[config.mk]
export PLATFORM = sky130hd
export DESIGN_NAME = bypass_ctrl
export DESIGN_NICKNAME = d
export VERILOG_FILES = /design/src/rtl/bypass_ctrl.sv
export SDC_FILE = /design/constraint.sdc
export NUM_CORES = 1
export LEC_CHECK = 0
export BUFFER_PORTS_ARGS = -buffer_cell sky130_fd_sc_hd__buf_2
export CORE_ASPECT_RATIO = 1.1
export CORE_MARGIN = 2
export CORE_UTILIZATION = 41
export DETAILED_ROUTE_END_ITERATION = 6
export SETUP_SLACK_MARGIN = 0.5
export SLEW_MARGIN = 20
export SYNTH_ARGS = -nofsm -noshare
export SYNTH_HDL_FRONTEND = slang
export SYNTH_SLANG_ARGS = --single-unit
[constraint.sdc]
create_clock -name clk -period 2 [get_ports clk]
set_clock_uncertainty 0.15 [all_clocks]
set_input_delay 0.1 -clock clk [delete_from_list [all_inputs] [get_ports clk]]
set_output_delay 0.1 -clock clk [all_outputs]
set_load 0.05 [all_outputs]
[src/rtl/bypass_ctrl.sv]
// Operand bypass/stall control: EX/LS/WB in-flight writer table feeding combinational sel/stall.
// Define BYPASS_WB_FORWARD_EN to forward WB results (sel=3); otherwise WB matches stall.
module bypass_ctrl (
  input  logic       clk,
  input  logic       reset,
  input  logic       en,
  input  logic       flush,
  input  logic [4:0] gpr_a,
  input  logic [4:0] gpr_b,
  input  logic [4:0] gpr_c,
  input  logic       read_gpr_a,
  input  logic       read_gpr_b,
  input  logic       read_gpr_c,
  input  logic [4:0] gpr_dest_alu,
  input  logic [4:0] gpr_dest_mem,
  input  logic       write_gpr_dest_alu,
  input  logic       write_gpr_dest_mem,
  output logic [1:0] sel_a,
  output logic [1:0] sel_b,
  output logic [1:0] sel_c,
  output logic       stall
);

  typedef struct packed {
    logic       alu_v;
    logic [4:0] alu_reg;
    logic       mem_v;
    logic [4:0] mem_reg;
  } entry_t;

  entry_t ex_q, ls_q, wb_q;
  entry_t ex_d, ls_d, wb_d;
  logic [2:0] res_a, res_b, res_c;

  // Result is {stall, sel}; youngest entry wins, and mem beats alu within an entry.
  function automatic logic [2:0] lookup(input logic rd, input logic [4:0] r,
                                        input entry_t ex, input entry_t ls, input entry_t wb);
    logic [2:0] res;
    res = 3'b000;
    if (rd) begin
      if (ex.mem_v && ex.mem_reg == r)       res = 3'b100;
      else if (ex.alu_v && ex.alu_reg == r)  res = 3'b001;
      else if (ls.mem_v && ls.mem_reg == r)  res = 3'b100;
      else if (ls.alu_v && ls.alu_reg == r)  res = 3'b010;
      else if ((wb.mem_v && wb.mem_reg == r) || (wb.alu_v && wb.alu_reg == r)) begin
`ifdef BYPASS_WB_FORWARD_EN
        res = 3'b011;
`else
        res = 3'b100;
`endif
      end
    end
    return res;
  endfunction

  always_comb begin
    res_a = lookup(read_gpr_a, gpr_a, ex_q, ls_q, wb_q);
    res_b = lookup(read_gpr_b, gpr_b, ex_q, ls_q, wb_q);
    res_c = lookup(read_gpr_c, gpr_c, ex_q, ls_q, wb_q);
    sel_a = 2'd0;
    sel_b = 2'd0;
    sel_c = 2'd0;
    stall = 1'b0;
    if (!flush) begin
      sel_a = res_a[1:0];
      sel_b = res_b[1:0];
      sel_c = res_c[1:0];
      stall = res_a[2] | res_b[2] | res_c[2];
    end
  end

  // A stalled decode instruction must not enter EX; it is replaced by a bubble.
  always_comb begin
    ex_d = ex_q;
    ls_d = ls_q;
    wb_d = wb_q;
    if (flush) begin
      ex_d = '0;
      ls_d = '0;
      wb_d = '0;
    end else if (en) begin
      wb_d = ls_q;
      ls_d = ex_q;
      if (stall) ex_d = '0;
      else       ex_d = '{alu_v: write_gpr_dest_alu, alu_reg: gpr_dest_alu,
                          mem_v: write_gpr_dest_mem, mem_reg: gpr_dest_mem};
    end
  end

  always_ff @(posedge clk or posedge reset) begin
    if (reset) begin
      ex_q <= '0;
      ls_q <= '0;
      wb_q <= '0;
    end else begin
      ex_q <= ex_d;
      ls_q <= ls_d;
      wb_q <= wb_d;
    end
  end

endmodule

Yosys cells after proc, flatten, opt, wreduce, memory -nomap -nowiden
Cells that the tools add are included.
{ "totals": {"regBits": 36, "inputBits": 34, "out_inout_bits": 7, "elab_cells": 83} }
{ "op_classes": {"n_eq_ne": 18, "n_mux": 29, "bitwise_logic": 2, "n_reduce_logical": 22} }
{ "op_table": {"columns": ["cell", "count"], "rows": [
  ["$eq A5 B5 Y1", 18],
  ["$mux W12", 7],
  ["$mux W3", 18],
  ["$logic_and A1 B1 Y1", 18],
  ["$mux W2", 3],
  ["$logic_or A1 B1 Y1", 3],
  ["$or A1 B1 Y1", 2],
  ["$reduce_bool A2 Y1", 1],
  ["$mux W1", 1]
]} }

Depth between registers and ports, before layout
Gate-level depths: netlist of the first run.
{ "depth": {"word_depth": 15, "depth_mapped": 9} }

Worst setup path before layout of the first run
Ideal clock, no wire load.
{ "synth_path": {"path_kind": "register -> output", "start": "register ex_q[1] in the netlist's numbering", "end": "output sel_b[1]", "arrival_ns": 3.012, "required_time_ns": 1.750, "path_slack_ns": -1.262, "path_stages_with_launch": 7, "cell_sequence": "dfrtp_1 > clkbuf_1 > xor2_1 > nor4_1 > and3_1 > or3b_2 > nor4b_1"} }
{ "synth_between": {"elab_chain_cells": 5} }
{ "synth_rtl": {"columns": ["item", "line", "text"], "rows": [
  ["start, declared", "31", "entry_t ex_q, ls_q, wb_q;"],
  ["start signal, assigned", "92", "ex_q <= '0;"],
  ["start signal, assigned", "96", "ex_q <= ex_d;"],
  ["$eq A5 B5 Y1", "41", "if (ex.mem_v && ex.mem_reg == r) res = 3'b100;"],
  ["$logic_and A1 B1 Y1", "41", null],
  ["$mux W3", "41", null],
  ["$mux W3", "40", "if (rd) begin"],
  ["$mux W2", "64", "if (!flush) begin"],
  ["end, declared", "19", "output logic [1:0] sel_b,"]
]} }
Every way passes these cells.

Worst setup path after layout of the first run
{ "layout_path": {"start": "register ls_q[0] in the netlist's numbering", "end": "output stall"} }
{ "layout_between": {"elab_chain_cells": 9} }
{ "layout_rtl": {"columns": ["item", "line", "text"], "rows": [
  ["start, declared", "31", null],
  ["start signal, assigned", "97", "ls_q <= ls_d;"],
  ["$eq A5 B5 Y1", "43", "else if (ls.mem_v && ls.mem_reg == r) res = 3'b100;"],
  ["$logic_and A1 B1 Y1", "43", null],
  ["$mux W3", "43", null],
  ["$mux W3", "42", "else if (ex.alu_v && ex.alu_reg == r) res = 3'b001;"],
  ["$mux W3", "41", null],
  ["$mux W3", "40", null],
  ["$or A1 B1 Y1", "68", "stall = res_a[2] | res_b[2] | res_c[2];"],
  ["$or A1 B1 Y1 (*)", "68", null],
  ["$mux W1 (*)", "64", null],
  ["end, declared", "21", "output logic stall"]
]} }
Every way passes the cells marked *; elsewhere a longest branch is shown, timed or not.

==> reports/qor.csv, run 1 <==
stage;metric;value;unit
synthesis;synth_cells;284;
hold_path;whs_path_depth;2;
power_and_ir_drop;swShare;30.2;%
synthesis;syn_area;0.00272;sq mm
setup_path;rr_startpoint;ex_q[9];
setup_path;crit_start;ls_q[0];
setup_path;cp.arrival;2.18;ns
setup_path;cp_slowest_cell;dfrtp_1;
cells_and_area;diodes;0;
power_and_ir_drop;p_total;1.84;mW
floorplanning;io_pins;41;
cells_and_area;seq_area;911;sq um
sta;tightest_slew;0.492;ns
cells_and_area;final_cell_mix;buf_4, xor2_1, xnor2_1;
cts;path_clk_slew;0.08;ns
sta;relSlewSlack;67.2;%
synthesis;seq_area_frac_synth;33.2;%
setup_path;worst_ep_required_time;1.75;ns
cts;clock-root-buffer;clkbuf_8;
synthesis;avgSynthCellArea;9.56;sq um
route;routed_via_density;5.22;
cells_and_area;nFillCells;542;
cts;cts_buffers;5;
cells_and_area;nets;427;
hold_path;min_from;flush;
cts;clock_latency;0.28;ns
floorplanning;num_rows;31;
route;vias;2483;
synthesis;synth_seq_cells;36;
route;wl_per_cell;18.7;um
route;detail-route-antenna-nets;0;
global_route;antenna_found_initial;0;
synthesis;synth_fp_nets;318;
route;post-route-drc-count;0;
route;firstDrtPassIters;4;
setup_path;criticalPathCategory;flop to primary output;
route;wl;8.89;mm
setup_path;end_kind;primary output;
floorplanning;start_util;41.7;%
sta;setup_viol;19;
power_and_ir_drop;ir_drop;0.287;mV
route;drt_iter0_drc;124;
status;status;finished with violations;
synthesis;yosys_warnings;0;
setup_path;startpoint_type;flop;
floorplanning;die_y;89.4;um
power_and_ir_drop;pwr-share-comb;26.7;%
global_route;grt_max_degree;37;
cells_and_area;multi_input_area;0.00183;sq mm
global_route;grt_pass1_wl;13.3;mm
cells_and_area;syn_to_final_growth;46.5;%
power_and_ir_drop;p_per_area;463;mW/mm^2
placed_design;routabilityCongestion;0.900;
floorplanning;die_x;81.6;um
floorplanning;coreArea;0.00652;sq mm
power_and_ir_drop;pwr-share-seq;43.2;%
setup_path;critical_path_cell_count;7;
cells_and_area;final_common_cell;buf_4;
synthesis;ys_types;30;
power_and_ir_drop;leakage;1.87;nW
setup_path;critical-path-top-delay-family;simple AND/OR/NAND/NOR gates;
global_route;grt.total_usage;24.9;%
status;violations;negative setup slack;
sta;hold_viol_final;0;
placed_design;dpl.hpwl;6.19;mm
setup_path;crit_fanout;3;
hold_path;min_path_type;primary input to flop;
run;max_cap_violations;0;
setup_path;reg2regPathDepth;8;
floorplanning;dieArea;0.00729;sq mm
global_route;first_global_vias;2449;
setup_path;path_buf_inv;1;
sta;slew_violations;0;
power_and_ir_drop;intPower;1.29;mW
setup_path;max_stage_delay;0.42;ns
sta;final.setup.worst_slack;-0.434;ns
power_and_ir_drop;power.share.clock;30.1;%
cts;cts_tree;yes;
sta;rsz0062_at_grt;yes;
sta;setup_tns;-6.61;ns
sta;fin_crit_sh;122;%
sta;fin_crit;2.43;ns
cts;cts_htree_levels;2;
cts;ctsLongestPathBuffers;2;
cts;cts_sinks;36;
global_route;overflow;0;
power_and_ir_drop;switchingPower;0.557;mW
sta;max_clock_freq;411;MHz
placed_design;place_area;0.00343;sq mm
cells_and_area;final_cell_area;0.00398;sq mm
cells_and_area;drive_gt1_share;43.4;%
placed_design;port-buffer-count;40;
setup_path;crit_chain;xor2_1 -> nor4_1 -> and3_1 -> a21oi_2 -> a21bo_2 -> a21oi_4 -> buf_6;
-- path summary, 6_finish.rpt --
| check | end | slack [ns] |
|---|---|---|
| max | stall | -0.43 |
| min | wb_q[11] | 0.03 |
| max reg2reg | ex_q[4] | -0.41 |
| min reg2reg | ex_q[7] | 0.44 |
| max in group asynchronous | ex_q[2] | 1.00 |
| min in group asynchronous | wb_q[7] | 0.32 |
-- metrics by stage --
stage / utilization [%] / worst slack (ns) / std cells / hold WS [ns]
after floorplan: - / -0.139 / 284 / 0.0940
after global placement: 52.7 / -0.281 / 437 / 0.0844
after detailed placement: 52.7 / -0.362 / 437 / 0.0936
after CTS: 59.1 / -0.337 / 468 / 0.0295
after global routing: 61.1 / -0.517 / 476 / 0.0303
final: 61.1 / -0.434 / 476 / 0.0321
-- power by group through the flow --
stage / registers, mW / logic (mW) / clock network [mW]
5_1_grt: 0.798 / 0.525 / 0.599
3_3_place_gp: 0.805 / 0.412 / 0
2_1_floorplan: 0.791 / 0.280 / 0
4_1_cts: 0.794 / 0.464 / 0.562
3_5_place_dp: 0.807 / 0.420 / 0
6_report: 0.796 / 0.492 / 0.555
-- Yosys cell counts --
library cell | instances | area (sq um)
nand2_1 | 7 | 26.3
xnor2_1 | 42 | 368
clkbuf_1 | 11 | 41.3
or3b_2 | 1 | 8.76
nor4_1 | 11 | 68.8
mux2i_1 | 24 | 240
a21bo_2 | 1 | 10.0
nand3_1 | 10 | 50.1
buf_4 | 4 | 30.0
nand4_1 | 6 | 37.5
and3_1 | 4 | 25.0
nor4b_1 | 2 | 17.5
nor2_1 | 28 | 105
dfrtp_1 | 36 | 901
o22ai_1 | 3 | 18.8
nand2b_1 | 1 | 6.26
o21ai_2 | 1 | 8.76
buf_2 | 15 | 75.1
a21oi_1 | 3 | 15.0
a2111oi_4 | 1 | 27.5
a21boi_1 | 1 | 7.51
xor2_1 | 48 | 420
a21oi_2 | 1 | 8.76
nor4_2 | 2 | 25.0
a22o_1 | 10 | 87.6
nand3b_1 | 2 | 15.0
inv_1 | 3 | 11.3
a22o_2 | 2 | 20.0
buf_6 | 3 | 33.8
a31oi_1 | 1 | 6.26
-- worst reg2reg max path, cell delays in order, from the launching register on --
cell       delay (ns)
dfrtp_2          0.47
xor2_1           0.19
nor4_2           0.29
nand3_2          0.17
a21oi_2          0.21
a21boi_2         0.09
a2111oi_4        0.40
buf_4            0.23
a22o_1           0.15
-- registers in the layout, summed over array words and instances, names as in the netlist --
name  cells
wb_q     12
ex_q     12
ls_q     12
-- cells by family (layout without fill, tap and decap cells) --
| family | count (synthesis) | in the layout | synth area share, % |
|---|---|---|---|
| XOR/XNOR | 90 | 90 | 29.0 |
| flip-flops | 36 | 36 | 33.2 |
| multiplexers | 24 | 24 | 8.84 |
| AND/OR/NAND/NOR | 74 | 74 | 14.2 |
| AO/OA/AOI/OAI | 24 | 24 | 7.74 |
| buffers and inverters | 36 | 146 | 7.05 |
-- cell type report --
type	instances	share of cell area, %
Inverter	3	0.283
Sequential cell	36	22.9
Multi-Input combinational cell	212	46.1
Timing Repair Buffer	135	25.9
Clock buffer	8	2.26
Tap cell	82	2.58
-- timing repair --
item                                    CTS  global route
pin swaps                                20            16
endpoints found under the hold margin    48             0
endpoints found under the setup margin   19            19
buffers inserted                          9             8
hold buffers                             13             0
resized for setup                        37            13
cloned                                    1             0
-- layer usage --
metal	up-vias	wire length, um	GRT usage, %
met4	0	217	9.24
met5	-	0	0
met3	19	339	2.83
met2	79	4470	41.0
met1	1222	3860	33.9
li1	1163	-	-
Power figures use the tool's default switching activity.
==> run 2, diff against run 1 <==
--- a/config.mk
+++ b/config.mk
@@ -8,8 +8,10 @@
 export BUFFER_PORTS_ARGS = -buffer_cell sky130_fd_sc_hd__buf_2
 export CORE_ASPECT_RATIO = 1.1
 export CORE_MARGIN = 2
-export CORE_UTILIZATION = 41
+export CORE_UTILIZATION = 51
 export DETAILED_ROUTE_END_ITERATION = 6
+export PLACE_DENSITY = 0.73
+export RECOVER_POWER = 25
 export SETUP_SLACK_MARGIN = 0.5
 export SLEW_MARGIN = 20
 export SYNTH_ARGS = -nofsm -noshare
==> constraint.sdc (replaced) <==
create_clock -name clk -period 2.3 [get_ports clk]
set_clock_uncertainty 0.15 [all_clocks]
set_input_delay 0.115 -clock clk [delete_from_list [all_inputs] [get_ports clk]]
set_output_delay 0.115 -clock clk [all_outputs]
set_load 0.05 [all_outputs]
==> run 2 against run 1 <==
The run still ends with negative setup slack left. Power down 11%. Combinational power is 25% lower. Die area down 19%. Setup slack better by 0.12 ns. Count of clock-buffer cells in the layout decreased by 2. Global-route usage grew 4.7 points. Sequential power down 12%. Flip-flop and latch count stayed put. Design area is 8.7% lower.
==> reports/qor.csv, run 2 (same netlist as run 1, synthesis figures left out) <==
stage;metric;value;unit
cells_and_area;seq_area;920;sq um
power_and_ir_drop;p_per_area;449;mW/mm^2
placed_design;dp_worst_setup_slack;0.0340;ns
floorplanning;coreArea;0.00507;sq mm
sta;hold_viol_final;0;
setup_path;max_stage_delay;0.48;ns
route;post-route-drc-count;0;
hold_path;min_path_type;primary input to flop;
cts;clock_latency;0.30;ns
floorplanning;die_y;80.5;um
setup_path;crit_fanout;6;
floorplanning;dieArea;0.00593;sq mm
setup_path;end_kind;flop;
status;status;finished with violations;
sta;setup_tns;-3.86;ns
sta;final.setup.worst_slack;-0.313;ns
cells_and_area;drive_gt1_share;38.0;%
global_route;grt.total_usage;29.6;%
route;wl;8.54;mm
cts;cts_sinks;36;
global_route;grt_max_degree;37;
placed_design;routabilityCongestion;0.928;
sta;tightest_slew;0.918;ns
floorplanning;die_x;73.6;um
cells_and_area;top_regs;ex_q x12, ls_q x12, wb_q x12;
cells_and_area;syn_to_final_growth;33.7;%
cts;cts_buffers;5;
route;drt_iter0_drc;235;
route;routed_via_density;6.07;
sta;relSlewSlack;38.8;%
cells_and_area;nets;386;
cells_and_area;nFillCells;343;
floorplanning;start_util;53.6;%
power_and_ir_drop;ir_drop;0.455;mV
floorplanning;io_pins;41;
cts;ctsLongestPathBuffers;2;
setup_path;worst_ep_required_time;2.38;ns
global_route;antenna_found_initial;0;
cells_and_area;final_common_cell;xor2_1;
setup_path;criticalPathCategory;flop to flop;
sta;setup_viol;15;
status;violations;negative setup slack;
power_and_ir_drop;leakage;1.65;nW
cts;cts_htree_levels;2;
placed_design;place_area;0.00304;sq mm
cts;clock-root-buffer;clkbuf_8;
setup_path;cp.arrival;2.69;ns
placed_design;port-buffer-count;40;
sta;hold_ws;0.0401;ns
sta;fin_crit_sh;114;%
cts;cts_tree;yes;
cells_and_area;final_cell_area;0.00363;sq mm
global_route;grt_pass1_wl;13.0;mm
cells_and_area;multi_input_area;0.00182;sq mm
setup_path;cp_slowest_cell;nor4_1;
cts;path_clk_slew;0.08;ns
sta;slew_violations;0;
sta;max_clock_freq;383;MHz
placed_design;dpl.hpwl;5.26;mm
sta;fin_crit;2.61;ns
route;wl_per_cell;20.8;um
route;vias;2494;
floorplanning;num_rows;27;
setup_path;crit_chain;xor2_1 -> nor4_1 -> nand3_1 -> inv_2 -> o21ai_2 -> buf_4 -> a2111oi_4 -> buf_6 -> a22o_1;
cells_and_area;diodes;0;
cells_and_area;final_cell_mix;xor2_1, xnor2_1, buf_2, buf_4, nor2_1;
global_route;overflow;0;
global_route;first_global_vias;2490;
sta;rsz0062_at_grt;yes;
route;detail-route-antenna-nets;0;
route;firstDrtPassIters;5;
setup_path;startpoint_type;flop;
run;max_cap_violations;0;
==> run 2: changes by cell type in the layout (fill, tap and decap cells not counted), moves of 3 or more <==
cell / change
nand3_2: -4
xor2_2: +3
nand3_1: +4
dfrtp_1: -7
xor2_1: -3
dfrtp_2: +7
buf_4: -41
buf_6: -4
==> run 2: final cells by class <==
| cell class | count | area share, % |
|---|---|---|
| Sequential cell | 36 | 25.3 |
| Clock inverter | 2 | 0.965 |
| Timing Repair Buffer | 94 | 19.3 |
| Multi-Input combinational cell | 212 | 50.1 |
| Inverter | 3 | 0.310 |
| Clock buffer | 6 | 2.00 |
| Tap cell | 58 | 2.00 |
==> run 2: worst paths after layout <==
kind,start,endpoint,slack (ns),depth (start not counted)
worst max-delay path,ex_q[8],ex_q[3],-0.31,9
worst min-delay path,en,ls_q[8],0.04,3
worst max register to register,ex_q[8],ex_q[3],-0.31,9
max in group asynchronous,reset,ex_q[8],0.88,4
min in group asynchronous,reset,wb_q[1],0.49,4
worst min register to register,wb_q[5],wb_q[5],0.45,2
==> run 2: repair_timing <==
item	4_1_cts	5_1_grt
endpoints found under the hold margin	48	0
setup buffers	17	4
pin swaps	23	14
hold buffers	13	0
resized for setup	43	15
cloned	0	1
endpoints found under the setup margin	19	19
==> run 2: report_power, final <==
part	internal [mW]	switching (mW)	total [mW]
clock	0.322	0.241	0.562
sequential	0.657	0.0423	0.699
combinational	0.174	0.195	0.369
total	1.15	0.478	1.63
==> run 2: per-layer routing <==
layer,up-vias,wire length (um),track usage [%],part of all wire (%)
met2,148,4110,47.8,48
met3,43,713,5.27,8.3
met4,0,381,15.6,4.5
met1,1226,3330,37.2,39
met5,-,0,0,0
li1,1077,-,-,-
==> run 2: per-stage QoR <==
| stage | total power, mW | cells | util, % |
|---|---|---|---|
| global placement | 0.995 | 368 | 60.0 |
| finish | 1.63 | 411 | 71.7 |
| detailed placement | 1.00 | 368 | 60.0 |
| floorplan | 0.929 | 284 | - |
| CTS | 1.60 | 406 | 69.8 |
| global route | 1.69 | 411 | 71.7 |
==> run 2: worst max-delay path, delay by kind of cell (launching register included) <==
kind	cells	cell delay, ns
flip-flops	1	0.47
XOR/XNOR	1	0.19
AO/OA/AOI/OAI	3	0.60
AND/OR/NAND/NOR	2	0.70
buffers and inverters	3	0.45
